## config.mk

```make
export PLATFORM = sky130hd
export DESIGN_NAME = alu_seq
export DESIGN_NICKNAME = d
export VERILOG_FILES = /design/src/rtl/alu_seq.sv
export SDC_FILE = /design/constraint.sdc
export NUM_CORES = 1
export LEC_CHECK = 0
export BUFFER_PORTS_ARGS = -buffer_cell sky130_fd_sc_hd__buf_4
export CORE_MARGIN = 2
export CORE_UTILIZATION = 56
export CTS_BUF_LIST = sky130_fd_sc_hd__clkbuf_8
export DETAILED_ROUTE_END_ITERATION = 8
export PLACE_DENSITY = 0.74
export SLEW_MARGIN = 20
export SYNTH_ARGS = -nofsm -noshare
export SYNTH_HDL_FRONTEND = slang
export SYNTH_SLANG_ARGS = --single-unit
```

## constraint.sdc

```tcl
create_clock -name clk -period 11.4 [get_ports clk]
set_clock_uncertainty 0.2 [all_clocks]
set_input_delay 0.57 -clock clk [delete_from_list [all_inputs] [get_ports clk]]
set_output_delay 0.57 -clock clk [all_outputs]
set_load 0.03 [all_outputs]
```

## src/rtl/alu_seq.sv

```systemverilog
// ---------------------------------------------------------------------------
// alu_seq: registered, parametrised ALU for the instruction-list core.
//
// One operation is accepted per start/ready handshake. Logic, compare,
// pass-through and add/sub operations finish in one cycle; MUL, DIV and MOD
// iterate for WIDTH cycles. Every completion raises done for one cycle with
// the result and flags already registered.
//
// Ports
//   clk        rising-edge clock
//   rst        synchronous active-high reset
//   start      request, sampled only while ready=1
//   op_code    operation code (IWIDTH bits), latched on accept
//   in_a/in_b  signed operands (WIDTH bits), latched on accept
//   c_in/b_in  carry-in (ADD) / borrow-in (SUB), latched on accept
//   ready      block can accept start (IDLE or DONE)
//   done       one-cycle completion pulse
//   result     signed result, held until the next done
//   c_out      carry out (ADD only)
//   b_out      borrow out (SUB only)
//   ovf        signed overflow (ADD/SUB/MUL/DIV)
//   div_zero   divisor was zero (DIV/MOD)
//   flag_valid flags are meaningful (ADD/SUB/MUL/DIV/MOD)
// ---------------------------------------------------------------------------
module alu_seq #(
  parameter int WIDTH  = 8,
  parameter int IWIDTH = 8
) (
  input  logic              clk,
  input  logic              rst,
  input  logic              start,
  input  logic [IWIDTH-1:0] op_code,
  input  logic [WIDTH-1:0]  in_a,
  input  logic [WIDTH-1:0]  in_b,
  input  logic              c_in,
  input  logic              b_in,
  output logic              ready,
  output logic              done,
  output logic [WIDTH-1:0]  result,
  output logic              c_out,
  output logic              b_out,
  output logic              ovf,
  output logic              div_zero,
  output logic              flag_valid
);

  localparam int CW = (WIDTH > 1) ? $clog2(WIDTH) : 1;
  localparam int W2 = 2 * WIDTH;
  localparam logic [WIDTH-1:0] MIN_V  = {1'b1, {(WIDTH-1){1'b0}}};
  localparam logic [WIDTH-1:0] ONES_V = {WIDTH{1'b1}};

  typedef enum logic [1:0] {
    S_IDLE = 2'd0,
    S_ITER = 2'd1,
    S_DONE = 2'd2
  } state_e;

  typedef enum logic [4:0] {
    K_AND  = 5'd0,  K_ANDN = 5'd1,  K_OR   = 5'd2,  K_ORN  = 5'd3,
    K_XOR  = 5'd4,  K_XORN = 5'd5,  K_NOT  = 5'd6,  K_ADD  = 5'd7,
    K_SUB  = 5'd8,  K_MUL  = 5'd9,  K_DIV  = 5'd10, K_MOD  = 5'd11,
    K_GT   = 5'd12, K_GE   = 5'd13, K_EQ   = 5'd14, K_NE   = 5'd15,
    K_LE   = 5'd16, K_LT   = 5'd17, K_SET  = 5'd18, K_RST  = 5'd19,
    K_PASS = 5'd20, K_PASSN = 5'd21
  } kind_e;

  // Map the external opcode onto an internal operation kind.
  function automatic kind_e decode(input logic [IWIDTH-1:0] op);
    kind_e k;
    case (op)
      IWIDTH'(8'h00): k = K_AND;
      IWIDTH'(8'h01): k = K_ANDN;
      IWIDTH'(8'h02): k = K_OR;
      IWIDTH'(8'h03): k = K_ORN;
      IWIDTH'(8'h04): k = K_XOR;
      IWIDTH'(8'h05): k = K_XORN;
      IWIDTH'(8'h06): k = K_NOT;
      IWIDTH'(8'h07): k = K_ADD;
      IWIDTH'(8'h08): k = K_SUB;
      IWIDTH'(8'h09): k = K_MUL;
      IWIDTH'(8'h0A): k = K_DIV;
      IWIDTH'(8'h0B): k = K_MOD;
      IWIDTH'(8'h0C): k = K_GT;
      IWIDTH'(8'h0D): k = K_GE;
      IWIDTH'(8'h0E): k = K_EQ;
      IWIDTH'(8'h0F): k = K_NE;
      IWIDTH'(8'h10): k = K_LE;
      IWIDTH'(8'h11): k = K_LT;
      IWIDTH'(8'h1B): k = K_SET;
      IWIDTH'(8'h1C): k = K_RST;
      IWIDTH'(8'h1D): k = K_PASS;
      IWIDTH'(8'h1E): k = K_PASSN;
      IWIDTH'(8'h1F): k = K_PASS;
      IWIDTH'(8'h20): k = K_PASSN;
      default:        k = K_PASS;
    endcase
    return k;
  endfunction

  // Unsigned magnitude of a two's complement value; MIN_V maps onto itself,
  // which is the correct unsigned magnitude 2^(WIDTH-1).
  function automatic logic [WIDTH-1:0] mag(input logic [WIDTH-1:0] v);
    return v[WIDTH-1] ? (~v + WIDTH'(1)) : v;
  endfunction

  // Two's complement negate helper.
  function automatic logic [WIDTH-1:0] neg(input logic [WIDTH-1:0] v);
    return ~v + WIDTH'(1);
  endfunction

  // True when the top bits of an extended result are not a pure sign extension.
  function automatic logic top_not_sext(input logic [WIDTH+1:0] v);
    return (|v[WIDTH+1:WIDTH-1]) & ~(&v[WIDTH+1:WIDTH-1]);
  endfunction

  state_e state_q, state_d;
  kind_e  kind_s, kind_q;

  logic             ready_s, done_s, accept_s, iter_start_s, last_s;
  logic [CW-1:0]    cnt_q;
  logic [WIDTH-1:0] a_q, b_q;

  // multiply datapath
  logic [W2-1:0]    acc_q, mcand_q, addend_s, acc_nx_s;
  logic [WIDTH-1:0] mplier_q;

  // divide datapath
  logic [WIDTH:0]   rem_q, rem_sh_s, rem_nx_s;
  logic [WIDTH-1:0] quot_q, quot_nx_s, dvsr_q, quo_fin_s, rem_fin_s;
  logic             div_ge_s, neg_quo_q, neg_rem_q;

  // single-cycle results
  logic [WIDTH:0]   add_u_s, sub_u_s;
  logic [WIDTH+1:0] add_x_s, sub_x_s;
  logic [WIDTH-1:0] sc_res_s;
  logic             sc_cout_s, sc_bout_s, sc_ovf_s, sc_dz_s, sc_fv_s;

  // iterative completion results
  logic [WIDTH-1:0] fin_res_s;
  logic             fin_ovf_s;

  // registered outputs
  logic [WIDTH-1:0] result_q;
  logic             c_out_q, b_out_q, ovf_q, div_zero_q, flag_valid_q;

  assign kind_s       = decode(op_code);
  assign accept_s     = start & ready_s;
  assign iter_start_s = (kind_s == K_MUL) |
                        (((kind_s == K_DIV) | (kind_s == K_MOD)) & (in_b != '0));
  assign last_s       = (cnt_q == CW'(WIDTH - 1));

  // State register.
  always_ff @(posedge clk) begin
    if (rst) begin
      state_q <= S_IDLE;
    end else begin
      state_q <= state_d;
    end
  end

  // Next-state logic: DONE behaves like IDLE for a new request.
  always_comb begin
    state_d = state_q;
    case (state_q)
      S_IDLE, S_DONE: begin
        if (accept_s) begin
          state_d = iter_start_s ? S_ITER : S_DONE;
        end else begin
          state_d = S_IDLE;
        end
      end
      S_ITER: begin
        if (last_s) begin
          state_d = S_DONE;
        end else begin
          state_d = S_ITER;
        end
      end
      default: state_d = S_IDLE;
    endcase
  end

  // FSM outputs decoded from the registered state.
  always_comb begin
    ready_s = 1'b1;
    done_s  = 1'b0;
    case (state_q)
      S_IDLE:  begin ready_s = 1'b1; done_s = 1'b0; end
      S_ITER:  begin ready_s = 1'b0; done_s = 1'b0; end
      S_DONE:  begin ready_s = 1'b1; done_s = 1'b1; end
      default: begin ready_s = 1'b1; done_s = 1'b0; end
    endcase
  end

  // Single-cycle datapath, evaluated on the live inputs at the accept edge.
  always_comb begin
    add_u_s   = {1'b0, in_a} + {1'b0, in_b} + {{WIDTH{1'b0}}, c_in};
    sub_u_s   = {1'b0, in_a} - {1'b0, in_b} - {{WIDTH{1'b0}}, b_in};
    add_x_s   = {{2{in_a[WIDTH-1]}}, in_a} + {{2{in_b[WIDTH-1]}}, in_b}
              + {{(WIDTH+1){1'b0}}, c_in};
    sub_x_s   = {{2{in_a[WIDTH-1]}}, in_a} - {{2{in_b[WIDTH-1]}}, in_b}
              - {{(WIDTH+1){1'b0}}, b_in};
    sc_res_s  = in_a;
    sc_cout_s = 1'b0;
    sc_bout_s = 1'b0;
    sc_ovf_s  = 1'b0;
    sc_dz_s   = 1'b0;
    sc_fv_s   = 1'b0;
    case (kind_s)
      K_AND:   sc_res_s = in_a & in_b;
      K_ANDN:  sc_res_s = in_a & ~in_b;
      K_OR:    sc_res_s = in_a | in_b;
      K_ORN:   sc_res_s = in_a | ~in_b;
      K_XOR:   sc_res_s = in_a ^ in_b;
      K_XORN:  sc_res_s = in_a ^ ~in_b;
      K_NOT:   sc_res_s = ~in_a;
      K_ADD: begin
        sc_res_s  = add_u_s[WIDTH-1:0];
        sc_cout_s = add_u_s[WIDTH];
        sc_ovf_s  = top_not_sext(add_x_s);
        sc_fv_s   = 1'b1;
      end
      K_SUB: begin
        // bit WIDTH of the (WIDTH+1)-bit difference is set exactly when a < b + b_in
        sc_res_s  = sub_u_s[WIDTH-1:0];
        sc_bout_s = sub_u_s[WIDTH];
        sc_ovf_s  = top_not_sext(sub_x_s);
        sc_fv_s   = 1'b1;
      end
      // only reached here with a zero divisor
      K_DIV, K_MOD: begin
        sc_res_s = '0;
        sc_dz_s  = 1'b1;
        sc_fv_s  = 1'b1;
      end
      K_GT:    sc_res_s = {WIDTH{$signed(in_a) >  $signed(in_b)}};
      K_GE:    sc_res_s = {WIDTH{$signed(in_a) >= $signed(in_b)}};
      K_EQ:    sc_res_s = {WIDTH{in_a == in_b}};
      K_NE:    sc_res_s = {WIDTH{in_a != in_b}};
      K_LE:    sc_res_s = {WIDTH{$signed(in_a) <= $signed(in_b)}};
      K_LT:    sc_res_s = {WIDTH{$signed(in_a) <  $signed(in_b)}};
      K_SET:   sc_res_s = ONES_V;
      K_RST:   sc_res_s = '0;
      K_PASSN: sc_res_s = ~in_a;
      default: sc_res_s = in_a;
    endcase
  end

  // One multiply step and one restoring-divide step per ITER cycle.
  always_comb begin
    addend_s  = mplier_q[0] ? mcand_q : '0;
    // the multiplier MSB carries negative weight in two's complement
    acc_nx_s  = last_s ? (acc_q - addend_s) : (acc_q + addend_s);
    rem_sh_s  = {rem_q[WIDTH-1:0], quot_q[WIDTH-1]};
    div_ge_s  = (rem_sh_s >= {1'b0, dvsr_q});
    rem_nx_s  = div_ge_s ? (rem_sh_s - {1'b0, dvsr_q}) : rem_sh_s;
    quot_nx_s = {quot_q[WIDTH-2:0], div_ge_s};
    quo_fin_s = neg_quo_q ? neg(quot_nx_s) : quot_nx_s;
    rem_fin_s = neg_rem_q ? neg(rem_nx_s[WIDTH-1:0]) : rem_nx_s[WIDTH-1:0];
  end

  // Final result selection for the last iteration.
  always_comb begin
    fin_res_s = acc_nx_s[WIDTH-1:0];
    fin_ovf_s = 1'b0;
    case (kind_q)
      K_MUL: begin
        fin_res_s = acc_nx_s[WIDTH-1:0];
        fin_ovf_s = (|acc_nx_s[W2-1:WIDTH-1]) & ~(&acc_nx_s[W2-1:WIDTH-1]);
      end
      K_DIV: begin
        // MIN / -1: magnitude quotient is 2^(WIDTH-1), which already reads as MIN
        fin_res_s = quo_fin_s;
        fin_ovf_s = (a_q == MIN_V) & (b_q == ONES_V);
      end
      K_MOD: begin
        fin_res_s = rem_fin_s;
        fin_ovf_s = 1'b0;
      end
      default: begin
        fin_res_s = acc_nx_s[WIDTH-1:0];
        fin_ovf_s = 1'b0;
      end
    endcase
  end

  // Operand latch, iteration state and registered results.
  always_ff @(posedge clk) begin
    if (rst) begin
      kind_q       <= K_AND;
      a_q          <= '0;
      b_q          <= '0;
      cnt_q        <= '0;
      acc_q        <= '0;
      mcand_q      <= '0;
      mplier_q     <= '0;
      rem_q        <= '0;
      quot_q       <= '0;
      dvsr_q       <= '0;
      neg_quo_q    <= 1'b0;
      neg_rem_q    <= 1'b0;
      result_q     <= '0;
      c_out_q      <= 1'b0;
      b_out_q      <= 1'b0;
      ovf_q        <= 1'b0;
      div_zero_q   <= 1'b0;
      flag_valid_q <= 1'b0;
    end else if (accept_s) begin
      kind_q    <= kind_s;
      a_q       <= in_a;
      b_q       <= in_b;
      cnt_q     <= '0;
      acc_q     <= '0;
      mcand_q   <= {{WIDTH{in_a[WIDTH-1]}}, in_a};
      mplier_q  <= in_b;
      rem_q     <= '0;
      quot_q    <= mag(in_a);
      dvsr_q    <= mag(in_b);
      neg_quo_q <= in_a[WIDTH-1] ^ in_b[WIDTH-1];
      neg_rem_q <= in_a[WIDTH-1];
      if (!iter_start_s) begin
        result_q     <= sc_res_s;
        c_out_q      <= sc_cout_s;
        b_out_q      <= sc_bout_s;
        ovf_q        <= sc_ovf_s;
        div_zero_q   <= sc_dz_s;
        flag_valid_q <= sc_fv_s;
      end
    end else if (state_q == S_ITER) begin
      cnt_q    <= cnt_q + CW'(1);
      acc_q    <= acc_nx_s;
      mcand_q  <= mcand_q << 1;
      mplier_q <= mplier_q >> 1;
      rem_q    <= rem_nx_s;
      quot_q   <= quot_nx_s;
      if (last_s) begin
        result_q     <= fin_res_s;
        c_out_q      <= 1'b0;
        b_out_q      <= 1'b0;
        ovf_q        <= fin_ovf_s;
        div_zero_q   <= 1'b0;
        flag_valid_q <= 1'b1;
      end
    end
  end

  assign ready      = ready_s;
  assign done       = done_s;
  assign result     = result_q;
  assign c_out      = c_out_q;
  assign b_out      = b_out_q;
  assign ovf        = ovf_q;
  assign div_zero   = div_zero_q;
  assign flag_valid = flag_valid_q;

endmodule

```

Word-level counts from Yosys, hierarchy flattened

Memories as Yosys holds them, arrays and structs flattened.
Index checks and enable logic that the tools add are counted.

Bits in registers: 105
Bits in latches: 0
Bits in writable memories: 0
Memory bits (read-only): 320
Input bits: 29
Memories kept: 1

Memory list:

| name             | words | bits a word | rd ports | clocked after memory_dff | wr ports | RTL line | RTL |
|---|---|---|---|---|---|---|---|
| (name not given) | 64    | 5           | 1        | 0                        | 0        | 70       | `case (op)` |

Add/sub/neg operators: 16
$mul: 0
Div/mod/pow operators: 0
$lt $le $gt $ge: 5
Equal/unequal tests: 31
Shift operators: 0
Mux-type cells: 48
Bitwise logic cells: 22
Reduce and logical (&&, ||, !) cells: 19

Operator list:

| kind                                                            | number |
|---|---|
| 8-bit one-hot mux with 17 select lines                          | 1 |
| 8-bit 2-to-1 mux                                                | 13 |
| 16-bit 2-to-1 mux                                               | 4 |
| 5-bit by 4-bit == test with 1-bit output, second input constant | 11 |
| 8-bit by 1-bit adder with 8-bit output, second input constant   | 4 |
| 8-bit inverter                                                  | 4 |
| 5-bit == test, second input constant                            | 5 |
| 1-bit 2-to-1 mux                                                | 22 |
| 5-bit by 3-bit == test with 1-bit output, second input constant | 4 |
| 8-bit by 8-bit adder with 9-bit output                          | 2 |
| 8-bit by 8-bit subtractor with 9-bit output                     | 2 |
| 16-bit adder                                                    | 1 |
| 8-bit AND                                                       | 2 |
| 8-bit == test, second input constant                            | 2 |
| 8-bit OR                                                        | 2 |
| 8-bit one-hot mux with 2 select lines                           | 1 |
| 16-bit subtractor                                               | 1 |
| 8-bit XOR                                                       | 2 |
| 9-bit by 2-bit adder with 10-bit output                         | 1 |
| 5-bit by 2-bit == test with 1-bit output, second input constant | 2 |
| 9-bit by 2-bit subtractor with 10-bit output                    | 1 |
| 9-bit by 1-bit adder with 9-bit output                          | 1 |
| 9-bit by 8-bit greater-or-equal comparator with 1-bit output    | 1 |
| 3-bit AND reduction                                             | 3 |
| other kinds (31)                                                | 49 |

Longest topological paths before layout

Word-level depth: 10
Gate-level depth with buffers: 21
Depth with buffers taken out: 18

Worst setup path after synthesis

Ideal clock, no wire load.

Path type: flip-flop to flip-flop
Start point: register mplier_q[0]
End point: register ovf_q, in the netlist ovf
Setup time: 0.131 ns
Arrival time: 4.338 ns
Required time: 11.069 ns
Slack: 6.731 ns
Cell stages (with the launch flop): 18
Buffers on the path: 3
Clock period less this slack: 4.669 ns
Cell sequence: dfxtp_1 -> clkbuf_1 -> clkbuf_1 -> buf_1 -> nand2_1 -> ha_1 -> nor2b_1 -> a31oi_1 -> fa_1 -> a211oi_1 -> o21ai_0 -> a2111oi_0 -> nor2_1 -> xnor2_1 -> or4_1 -> or4b_1 -> mux2i_1 -> o32ai_1

Longest elaborated chain between the ends: 10
Elaborated cells on any way between the ends: 12
Those cells by class: 2 x add/sub; 6 x mux; 2 x bitwise; 2 x reduce/logical

RTL lines:

| element                                                  | RTL line | RTL |
|---|---|---|
| start: declaration                                       | 125      | `logic [WIDTH-1:0] mplier_q;` |
| start signal: assignment                                 | 315      | `mplier_q <= in_b;` |
| start signal: assignment                                 | 333      | `mplier_q <= mplier_q >> 1;` |
| 16-bit 2-to-1 mux *                                      | 251      | `addend_s = mplier_q[0] ? mcand_q : '0;` |
| 16-bit adder / 16-bit subtractor (equally long branches) | 253      | `acc_nx_s = last_s ? (acc_q - addend_s) : (acc_q + addend_s);` |
| 16-bit 2-to-1 mux *                                      | 253      |  |
| 9-bit AND reduction                                      | 269      | `fin_ovf_s = (\|acc_nx_s[W2-1:WIDTH-1]) & ~(&acc_nx_s[W2-1:WIDTH-1]);` |
| 1-bit inverter                                           | 269      |  |
| 1-bit AND *                                              | 269      |  |
| 1-bit one-hot mux with 2 select lines *                  | 266      | `case (kind_q)` |
| 1-bit 2-to-1 mux *                                       | 336      | `if (last_s) begin` |
| 1-bit 2-to-1 mux *                                       | 329      | `end else if (state_q == S_ITER) begin` |
| 1-bit 2-to-1 mux *                                       | 308      | `end else if (accept_s) begin` |
| end signal: assignment                                   | 325      | `ovf_q <= sc_ovf_s;` |
| end signal: assignment                                   | 340      | `ovf_q <= fin_ovf_s;` |
| end: declaration                                         | 144      | `logic c_out_q, b_out_q, ovf_q, div_zero_q, flag_valid_q;` |

Mark *: on every way between the ends. The rest lies on a longest branch, timed or not. The select of a mux whose other input is x is not followed.
A chain may end at the register's enable or synchronous reset.

Worst setup path in the final report

Start point: register cnt_q[0]
End point: register ovf_q, in the netlist ovf

Longest elaborated chain between the ends: 9
Elaborated cells on any way between the ends: 12
Those cells by class: 1 x eq/ne; 5 x mux; 2 x bitwise; 4 x reduce/logical

RTL lines:

| element                               | RTL line | RTL |
|---|---|---|
| start: declaration                    | 120      | `logic [CW-1:0] cnt_q;` |
| start signal: assignment              | 330      | `cnt_q <= cnt_q + CW'(1);` |
| 3-bit == test *                       | 150      | `assign last_s = (cnt_q == CW'(WIDTH - 1));` |
| 16-bit 2-to-1 mux                     | 253      |  |
| 9-bit AND reduction                   | 269      |  |
| 1-bit inverter                        | 269      |  |
| 1-bit AND                             | 269      |  |
| 1-bit one-hot mux with 2 select lines | 266      |  |
| 1-bit 2-to-1 mux                      | 336      |  |
| 1-bit 2-to-1 mux                      | 329      |  |
| 1-bit 2-to-1 mux                      | 308      |  |

Marked as above.

==> impl_metrics.ini <==
[status]
status = complete, no violations

[die]
num_rows = 45
ios = 44
die_h_um = 128
dieArea_um2 = 16300
core_area_um2 = 15100
start_util = 0.567
die_w_um = 128

[critical_path]
crit_arrival_ns = 4.98
critPathKind = register to register
critPathRequiredTime_ns = 11.45
critical-path-max-stage-delay_ns = 0.72
end_kind = register
cp-start-kind = register
reg2reg_to = ovf
path_max_fanout = 24
rr_worst_depth = 13
cp-startpoint = cnt_q[0]
crit_path_frequent_cell = ha_1
rr_startpoint = cnt_q[0]
slowest_stage = ha_1
regToRegSetupSlack_ns = 6.47
crit_end = ovf
cp_cell_sequence = ha_1 > ha_1 > a31oi_1 > fa_1 > a211oi_1 > o21ai_0 > a2111oi_0 > nor2_1 > xnor2_1 > or4_1 > or4b_1 > mux2i_1 > o32ai_1

[synth]
muxShareOfSynthArea = 0.0389
syn_area_um2 = 8560
yosysSeqAreaShare = 0.241
synth-adder-area-share = 0.102
syn_inst = 1143
avgSynthCellArea_um2 = 7.49
synth_top_family_by_area = compound AO/OA/AOI/OAI gates
synth_compound_area_frac = 0.254
ys_types = 81
synth_xor_area_frac = 0.0798
yosysWarningCount = 0
synthesis.nets = 1238
synth_edf_count = 0
synth-seq-cells = 103
yosys.area_share.simple = 0.224
async_reset_ff_frac = 0
synthFlopType = dfxtp_1

[sta]
finalWorstSetupSlack_ns = 6.47
relSlewSlack = 0.420
setup_viol = 0
post-route-period-util = 0.432
max_freq_mhz = 203
worst_pin_slew_ns = 0.869
fin_tns_setup_ns = 0
hold-worst-slack_ns = 0.257
rsz0062_at_grt = no
hold_viol = 0
slew_viol_final = 0
period_minus_slack_ns = 4.93

[clock_network]
cts_hold_buf = 0
root_buffer = clkbuf_8
cts.sinks = 103
htree_levels = 3
cts_tree = yes
cts_buffer_depth = 2
cts_setup_buffers = 0
insertion_delay_ns = 0.39
cts_resized = 0
cts_made_buffers = 9
clk_pin_slew_ns = 0.10

[global_route]
antenna_found_initial = 0
overflow = 0
grt_pass1_vias = 7196
grt_pass1_wl_mm = 38.5
track_usage = 0.298
grt_max_degree = 78

[cells_and_area]
antenna_cells = 0
mostFrequentLayoutCell = nor2_1
fin_cells = 1324
final_util = 0.601
syn2layout_area_growth_pct = 5.98
num-nets-final = 1227
drive_gt1_frac = 0.0783
final_area_um2 = 9070
mostFrequentLayoutCells = nor2_1, nand2_1, dfxtp_1

[power_and_ir_drop]
ir_drop_mv = 0.0933
power.density_nw_per_um2 = 102
p_leak_nw = 3.59
p_total_mw = 0.928

[worst_hold_path]
min_from = a_q[0]
min_path_type = register to register

[route]
wl_mm = 23.8
vias = 8094
route.met3.wl_mm = 1.90
routed.top_layer = met4
antenna_left = 0
wl_met1_mm = 10.9
wl_met2_mm = 10.2
viasPerCell = 6.11
wire_per_inst_um = 18.0
drt-initial-drc-count = 844
drcViolationCount = 0
first_pass_iters = 5

[placement]
dp_hpwl_mm = 17.6
place_area_um2 = 8890
gp_congestion = 0.965
dp_slack_ns = 6.49
dp.cells = 1309
port_buffers = 43

[job]
maxCapViolations = 0
-- report_power, final --
part,leakage [nW],switching (mW),total (mW),internal (mW)
registers,0.844,0.0163,0.391,0.375
clock network,0.101,0.132,0.232,0.101
logic,2.64,0.181,0.304,0.123
-- synthesized netlist by cell type, types with 26 or more instances --
cell type  instances  share of area
inv_1             58          0.025
clkbuf_1          60          0.026
xor2_1            26          0.027
a211oi_1          42          0.037
a21oi_1          102          0.060
dfxtp_1          103           0.24
ha_1              60          0.088
mux2i_1           31          0.036
nor2_1           137          0.060
xnor2_1           52          0.053
nand2_1          124          0.054
o21ai_0           41          0.024
-- how the worst min path moves through the flow --
stage               depth (start not counted)  endpoint  slack [ns]
floorplan                                   2    a_q[6]        0.23
global placement                            2    a_q[0]        0.24
detailed placement                          2    a_q[0]        0.24
CTS                                         2    a_q[0]        0.26
global route                                2    a_q[0]        0.28
finish                                      2    a_q[0]        0.26
-- cells by family (layout without fill, tap and decap cells) --
family	count (synthesis)	after routing
AND/OR/NAND/NOR	406	406
AO/OA/AOI/OAI	325	325
buffers and inverters	132	125
flip-flops	103	103
XOR/XNOR	78	78
adder cells (fa/ha/maj)	66	66
multiplexers	33	33
-- registers in the layout (all words and copies together) (netlist names), 5 cells and up --
signal and flops:
acc_q 16, quot_q 8, rem_q 8, a_q 8, result 8, b_q 8, dvsr_q 7, mcand_q 16
kind_q 5, mplier_q 8
-- area by class of cell --
type,count,area [um^2]
Clock buffer,9,124
Clock inverter,6,61.3
Fill cell,1411,6020
Inverter,59,221
Multi-Input combinational cell,908,5980
Sequential cell,103,2060
Tap cell,188,235
Timing Repair Buffer,51,383
-- metal layers --
metal / up-vias / GRT usage
met5: - / 0
met4: 0 / 0.116
met3: 52 / 0.0549
met2: 297 / 0.445
met1: 3682 / 0.425
li1: 4063 / -
-- worst max-delay path, delay by kind of cell, from the launching register on --
kind	cells	cell delay, ns
compound gates	5	1.41
mux	1	0.14
flops	1	0.37
fa+ha+maj	3	1.40
xor+xnor	1	0.17
simple gates	3	1.08
Power figures use the tool's default switching activity.
